**config.mk**
```make
export PLATFORM = sky130hd
export DESIGN_NAME = jk_reg_bank
export DESIGN_NICKNAME = d
export VERILOG_FILES = /design/src/rtl/jk_reg_bank.sv
export SDC_FILE = /design/constraint.sdc
export NUM_CORES = 1
export LEC_CHECK = 0
export ABC_AREA = 0
export CORE_MARGIN = 10
export CORE_UTILIZATION = 39
export DETAILED_ROUTE_END_ITERATION = 12
export GPL_TIMING_DRIVEN = 0
export PLACE_DENSITY = 0.83
export REMOVE_ABC_BUFFERS = 1
export SLEW_MARGIN = 20
export SYNTH_ARGS = -nofsm -noshare
export SYNTH_HDL_FRONTEND = slang
export SYNTH_SLANG_ARGS = --single-unit
```
**constraint.sdc**
```tcl
create_clock -name clk -period 2.1 [get_ports clk]
set_clock_uncertainty 0.15 [all_clocks]
set_input_delay 0.315 -clock clk [delete_from_list [all_inputs] [get_ports clk]]
set_output_delay 0.315 -clock clk [all_outputs]
set_load 0.1 [all_outputs]
```
**src/rtl/jk_reg_bank.sv**
```systemverilog
// jk_reg_bank: WIDTH-channel JK flag register (clk, active-low sync rst, en, load/d, j/k, mode -> q, qn, chg, any_chg; JK_CHG_CNT_EN adds cnt_clr/chg_cnt)
module jk_reg_bank #(
  parameter int WIDTH = 8,
  parameter logic [WIDTH-1:0] RESET_VAL = {WIDTH{1'b0}},
  parameter int CNT_W = 16
) (
  input  logic             clk,
  input  logic             rst,
  input  logic             en,
  input  logic             load,
  input  logic [WIDTH-1:0] d,
  input  logic [WIDTH-1:0] j,
  input  logic [WIDTH-1:0] k,
  input  logic [1:0]       mode,
`ifdef JK_CHG_CNT_EN
  input  logic             cnt_clr,
  output logic [CNT_W-1:0] chg_cnt,
`endif
  output logic [WIDTH-1:0] q,
  output logic [WIDTH-1:0] qn,
  output logic [WIDTH-1:0] chg,
  output logic             any_chg
);
  logic [WIDTH-1:0] jk11, q_jk, q_next, diff;
  always_comb begin
    jk11 = mode == 2'b00 ? ~q : mode == 2'b01 ? {WIDTH{1'b1}} : mode == 2'b10 ? {WIDTH{1'b0}} : q;
    q_jk = (j & ~k) | (~j & ~k & q) | (j & k & jk11);
    q_next = load ? d : en ? q_jk : q;
    diff = q_next ^ q;
  end
  assign qn = ~q;
  always_ff @(posedge clk) begin
    if (!rst) begin
      q <= RESET_VAL;
      chg <= '0;
      any_chg <= 1'b0;
    end else begin
      q <= q_next;
      chg <= diff;
      any_chg <= |diff;
    end
  end
`ifdef JK_CHG_CNT_EN
  always_ff @(posedge clk) begin
    if (!rst || cnt_clr) chg_cnt <= '0;
    else if (|diff && !(&chg_cnt)) chg_cnt <= chg_cnt + 1'b1;
  end
`endif
endmodule

```
== Word level (Yosys, flattened, before mapping) ==
Cells that the tools add are included.

* Bits in registers: 17
* Input bits: 30
* Output and inout port bits: 25

* Equality and inequality tests: 2
* Multiplexer cells: 5
* Bitwise gates (word level): 11
* Reductions and logical operators: 2

{| class="wikitable"
|+ Operators with widths
! kind !! number
|-
| 8-bit AND || 5
|-
| 8-bit 2-to-1 mux || 5
|-
| 8-bit inverter || 3
|-
| 8-bit OR || 2
|-
| 8-bit OR reduction || 1
|-
| 8-bit bitwise XOR || 1
|-
| 2-bit by 1-bit == test with 1-bit output, second input constant || 1
|-
| 2-bit == test, second input constant || 1
|-
| 2-bit logical NOT || 1
|}

== Depth between registers and ports, before layout ==
Gate-level depths: netlist (run 1).

* Depth after elaboration: 10
* Gate-level depth with buffers: 7

== Worst setup path after synthesis (run 1) ==
No wires, ideal clock.

* Kind: register to register
* Start point: reg q[6]
* End point: reg any_chg
* Setup time: 0.125 ns
* Arrival: 2.794 ns
* Required time: 1.825 ns
* Path slack: -0.969 ns
* Cell stages (with the launch flop): 7
* Period minus slack after synthesis: 3.069 ns
* Cells stage by stage: dfxtp_1 > inv_1 > a32oi_1 > o21ai_1 > nor4_1 > nand2b_1 > o41a_1

* Elaborated cells on any way between the ends: 12
* Classes of those cells: mux: 5; bitwise: 6; reduce/logical: 1

{| class="wikitable"
|+ RTL lines
! element !! RTL line !! source
|-
| from (decl) || 19 || <nowiki>output logic [WIDTH-1:0] q,</nowiki>
|-
| from (signal assigned) || 38 || <nowiki>q <= q_next;</nowiki>
|-
| 8-bit inverter || n/a ||
|-
| net qn[6] || 20 || <nowiki>output logic [WIDTH-1:0] qn,</nowiki>
|-
| 8-bit 2-to-1 mux || 26 || <nowiki>jk11 = mode == 2'b00 ? ~q : mode == 2'b01 ? {WIDTH{1'b1}} : mode == 2'b10 ? {WIDTH{1'b0}} : q;</nowiki>
|-
| 8-bit AND || 27 || <nowiki>q_jk = (j & ~k) | (~j & ~k & q) | (j & k & jk11);</nowiki>
|-
| 8-bit OR || 27 ||
|-
| 8-bit 2-to-1 mux (2 in a row) || 28 || <nowiki>q_next = load ? d : en ? q_jk : q;</nowiki>
|-
| 8-bit bitwise XOR || 29 || <nowiki>diff = q_next ^ q;</nowiki>
|-
| 8-bit OR reduction || 40 || <nowiki>any_chg <= |diff;</nowiki>
|-
| to (signal assigned) || 40 ||
|-
| to (decl) || 22 || <nowiki>output logic any_chg</nowiki>
|}

The timed path passes the listed nets, and every way through them passes these cells.
A chain may end at the register's enable or synchronous reset.

== Worst setup path in the final report (run 1) ==
* Start point: reg q[3]
* End point: out q[3]

No word-level cell between the ends.

==> flow_summary.yaml, run 1 <==
status:
  outcome: "finished, final reports clean"
timing:
  rsz0062_at_grt: "no"
  setup_viol: 0
  finalCriticalPeriod_ns: 2.05
  max_freq_mhz: 487
  hold_viol: 0
  final-max-slew-violation-count: 0
  tightestPinTransition_ns: 0.993
  setup_ws_ns: 0.0459
  finalCritPeriodShare_pct: 97.8
  relSlewSlack_pct: 34.1
setup_path:
  path_cells: "clkdlybuf4s15_1"
  path_delay_family: "buffers and inverters"
  crit_type: "reg -> out"
  critPathSlowestCell: "clkdlybuf4s15_1"
  critPathBufInv: 1
  crit_fanout: 6
  cp-end-kind: "output pin"
  crit_path_max_incr_delay_ns: 0.86
  cp_data_required_time_ns: 1.63
  startpoint_type: "register"
  cp.arrival_ns: 1.59
logic_synthesis:
  yosys-mux-area-fraction_pct: 0
  synth_simple_gate_area_share_pct: 23.9
  ys_seq_area_share_pct: 33.0
  synth_area_um2: 1030
  synthAdderAreaFrac_pct: 0
  synth_top_family_by_area: "compound AO/OA/AOI/OAI gates"
  synth_cell_type_count: 30
  synth-xor-area-share_pct: 6.80
  yosys_register_bits: 17
  synth_cells: 132
  yosys_warnings: 0
  synth_compound_area_share_pct: 29.6
  syn_avg_cell_area_um2: 7.81
floorplan:
  die_h_um: 71.4
  pin_count: 55
  rows: 18
  start_util_pct: 41.2
  die_area_um2: 5100
  core_area_um2: 2500
  die_x_um: 71.4
power:
  seqPwrFrac_pct: 35.3
  p_leak_nw: 0.661
  clkPwrFrac_pct: 16.9
  power.switching_w: 0.000473
  finalPower_w: 0.00103
  p_comb_share_pct: 47.8
  peakVddDrop_mv: 0.553
  power.density_nw_per_um2: 668
  p_int_w: 0.000554
  switching_share_pct: 46.1
global_route:
  gr-usage-all-layers_pct: 12.1
  antenna_found_initial: 0
  grt-ovfl-total: 0
  first_global_vias: 1145
  grt_pass1_wl_um: 5200
  grt_max_degree: 22
finish:
  most-common-layout-cells: "nand2_1, clkdlybuf4s50_1, dfxtp_1, dlygate4sd2_1, and2_1"
  fin_nets: 214
  areaGrowthSynthToFinish_pct: 49.1
  fin_util_pct: 61.5
  postLayoutCellArea_um2: 1540
  n_antenna_cell: 0
  drive_above_1_share_pct: 9.84
cts:
  clk_latency_ns: 0.29
  post-cts-setup-buffers: 0
  h-tree-depth: 1
  cts_tree: "done"
  cts_sinks: 17
  cts_buffers: 3
  clk_pin_slew_worst_paths_ns: 0.11
  postCtsHoldBufs: 0
  cts_root_buf: "clkbuf_4"
  cts_buffer_depth: 2
min_path:
  hold_class: "in -> reg"
drt:
  num_vias: 1119
  wl_per_cell_um: 15.3
  viasPerCell: 5.25
  antenna_left: 0
  dr.first_iter.drc_count: 28
  firstDrtPassIters: 4
  wl_um: 3260
  route.detailed.drc: 0
place:
  preCtsSetupSlack_ns: -0.632
  globalplace.congestion: 0.712
  placement.io_buffers: 54
  dpl_cell_area_um2: 1580
  hpwl_um: 2570
flow_run:
  drv_cap: 0
==> path summary, 6_finish.rpt <==
check / start / to / slack, ns / depth (start not counted)
max: q[3] / q[3] / 0.05 / 1
min: d[5] / q[5] / 0.48 / 3
max reg2reg: q[6] / any_chg / 0.24 / 6
min reg2reg: q[7] / chg[7] / 0.55 / 2
==> per-layer routing <==
layer	vias up	part of all wire, %	track usage (%)
li1	561	-	-
met1	512	41	12.4
met2	44	47	20.3
met3	2	12	7.85
met4	0	0.58	2.37
met5	-	0	0
==> synth_stat cells <==
cell	number	area, um2
nand2_1	25	93.8
dfxtp_1	17	340
and2_1	12	75.1
o21ai_0	11	55.1
inv_1	8	30.0
a21oi_1	6	30.0
buf_2	6	30.0
a211o_1	4	35.0
a21boi_0	4	30.0
a32oi_1	4	35.0
o21ai_1	4	20.0
xnor2_1	4	35.0
xor2_1	4	35.0
nand2b_1	3	18.8
a311oi_1	2	17.5
a31oi_1	2	12.5
and2_2	2	15.0
nor2b_1	2	12.5
a21boi_1	1	7.51
a21o_1	1	7.51
a22oi_1	1	7.51
and3_1	1	6.26
and3_4	1	11.3
clkbuf_1	1	3.75
clkinv_2	1	5.00
nand3b_1	1	7.51
nor4_1	1	6.26
o31a_1	1	8.76
o41a_1	1	11.3
o41ai_4	1	27.5
==> power by group through the flow <==
stage	clock, W	combinational [W]	sequential, W
floorplan	0	0.000174	0.000548
global placement	0	0.000513	0.000370
detailed placement	0	0.000521	0.000372
CTS	0.000179	0.000496	0.000363
global route	0.000190	0.000518	0.000366
finish	0.000174	0.000490	0.000363
==> cell type report <==
type,instances,area [um2]
repair buffers,54,477
fillers,231,962
well taps,30,37.5
multi-input cells,99,622
clock buffers,4,26.3
flip-flops and latches,17,340
inverters,9,35.0
==> cells by family (layout without fill, tap and decap cells) <==
group                  Yosys count  in the layout
AO/OA/AOI/OAI                   43             43
XOR/XNOR                         8              8
buffers and inverters           16             67
flip-flops                      17             17
AND/OR/NAND/NOR                 48             48
==> through the flow <==
stage / TNS, ns / cells / hold WS (ns)
2_1_floorplan: -9.30 / 125 / 0.287
3_3_place_gp: -1.60 / 209 / 0.513
3_5_place_dp: -2.37 / 209 / 0.539
4_1_cts: 0 / 213 / 0.482
5_1_grt: 0 / 213 / 0.476
6_report: 0 / 213 / 0.479
==> state kept, by name (all words and copies together) (netlist names) <==
register and flops:
q 8, chg 8, any_chg 1
==> what timing repair did <==
| action | 4_1_cts | 5_1_grt |
|---|---|---|
| gates resized for setup | 34 | 18 |
| endpoints found under the setup margin | 28 | 12 |
| pin swaps | 0 | 0 |
Note: power is estimated with default switching activity, not from simulation.
==> run 2, diff against run 1 <==
SLEW_MARGIN = default   (was 20)
==> results of run 2 <==
The final DEF is identical to that of run 1; final timing and power are the same.
==> run 3, diff against run 2 <==
MAX_ROUTING_LAYER = met4   (was default)
==> run 3 against run 2 <==
Clock-buffer cell count did not move. Hold slack improved by 0.00096 ns. Maximum frequency fell by 0.25%. Utilization did not move. Critical path type unchanged. Via count rose by 0.27%. Highest routed layer unchanged. Setup slack got worse by 0.0052 ns. Cell count did not move. Clock power barely moved. Combinational power barely moved.
==> flow_summary.yaml, run 3 (synthesized netlist as in run 1, its figures left out) <==
setup_path:
  path_delay_family: "buffers and inverters"
  cp-end-kind: "output pin"
  critPathBufInv: 1
  crit_fanout: 6
  cp.arrival_ns: 1.59
  crit_path_max_incr_delay_ns: 0.86
  cp_data_required_time_ns: 1.63
  path_cells: "clkdlybuf4s15_1"
  critPathSlowestCell: "clkdlybuf4s15_1"
  crit_type: "reg -> out"
  startpoint_type: "register"
cts:
  post-cts-setup-buffers: 0
  cts_sinks: 17
  cts_resized: 34
  cts_buffers: 3
  cts_tree: "done"
  postCtsHoldBufs: 0
  h-tree-depth: 1
  cts_root_buf: "clkbuf_4"
  clk_pin_slew_worst_paths_ns: 0.11
  clk_latency_ns: 0.29
  cts_buffer_depth: 2
timing:
  final-max-slew-violation-count: 0
  setup_ws_ns: 0.0407
  rsz0062_at_grt: "no"
  finalCriticalPeriod_ns: 2.06
  finalCritPeriodShare_pct: 98.1
  max_freq_mhz: 486
  relSlewSlack_pct: 34.1
  hold_ws_ns: 0.480
  tightestPinTransition_ns: 0.992
  hold_viol: 0
  setup_viol: 0
place:
  globalplace.congestion: 0.720
  placement.io_buffers: 54
  hpwl_um: 2570
  preCtsSetupSlack_ns: -0.632
drt:
  viasPerCell: 5.27
  wl_per_cell_um: 15.3
  antenna_left: 0
  wl_um: 3250
  dr.first_iter.drc_count: 29
  num_vias: 1122
  route.detailed.drc: 0
  firstDrtPassIters: 4
global_route:
  met1_usage_pct: 13.3
  grt_use_met3_pct: 6.34
  gr-usage-all-layers_pct: 12.4
  grt_max_degree: 22
  globalRouteMet2Util_pct: 20.3
  grt-ovfl-total: 0
  first_global_vias: 1143
  grt-busiest-layer: "met2"
  grt_pass1_wl_um: 5210
  antenna_found_initial: 0
finish:
  most-common-layout-cells: "nand2_1, clkdlybuf4s50_1, dfxtp_1, dlygate4sd2_1, and2_1"
  top_regs: "chg (8), q (8), any_chg (1)"
  drive_above_1_share_pct: 9.84
  fillers: 231
  areaGrowthSynthToFinish_pct: 49.1
  n_antenna_cell: 0
  multiInputGateArea_um2: 622
  fin_util_pct: 61.5
  fin_nets: 214
  regArea_um2: 340
power:
  p_comb_share_pct: 47.8
  seqPwrFrac_pct: 35.4
  p_int_w: 0.000554
  power.switching_w: 0.000472
  switching_share_pct: 46.0
  peakVddDrop_mv: 0.551
  p_leak_nw: 0.661
  clkPwrFrac_pct: 16.9
  power.density_nw_per_um2: 667
floorplan:
  pin_count: 55
  rows: 18
  core_area_um2: 2500
  start_util_pct: 41.2
  die_x_um: 71.4
  die_h_um: 71.4
  die_area_um2: 5100
flow_run:
  drv_cap: 0
min_path:
  hold_class: "in -> reg"
status:
  outcome: "finished, final reports clean"
[run 3: cell counts in the layout (fill, tap and decap cells not counted)]
No cell type changed its count.
[run 3: metal layers]
layer | part of all wire (%) | vias to the layer above
met1 | 41 | 506
met4 | 0.58 | 0
met3 | 11 | 2
met2 | 47 | 54
li1 | - | 560
met5 | 0 | -
[run 3: worst paths after layout]
check / start / end / slack (ns) / depth (start not counted)
setup / recovery: q[3] / q[3] / 0.04 / 1
hold / removal: d[5] / q[5] / 0.48 / 3
setup reg to reg: q[6] / any_chg / 0.25 / 6
hold reg to reg: q[7] / chg[7] / 0.55 / 2
[run 3: through the flow]
step	setup TNS [ns]	std cells	area, um2	power (W)
floorplan	-9.30	125	997	0.000722
global route	0	213	1540	0.00107
global placement	-1.60	209	1580	0.000883
detailed placement	-2.37	209	1580	0.000893
finish	0	213	1540	0.00103
CTS	0	213	1570	0.00104
[run 3: power by group through the flow]
stage	registers (W)	logic, W	clock network (W)
finish	0.000363	0.000490	0.000173
global route	0.000366	0.000518	0.000190
CTS	0.000363	0.000496	0.000179
detailed placement	0.000372	0.000521	0
global placement	0.000370	0.000513	0
floorplan	0.000548	0.000174	0
[run 3: final cells by class]
cell class	instances	share of cell area, %
multi-input combinational	99	40.4
timing repair buffer	54	31.0
sequential	17	22.1
tap	30	2.44
inverter	9	2.28
clock buffer	4	1.71
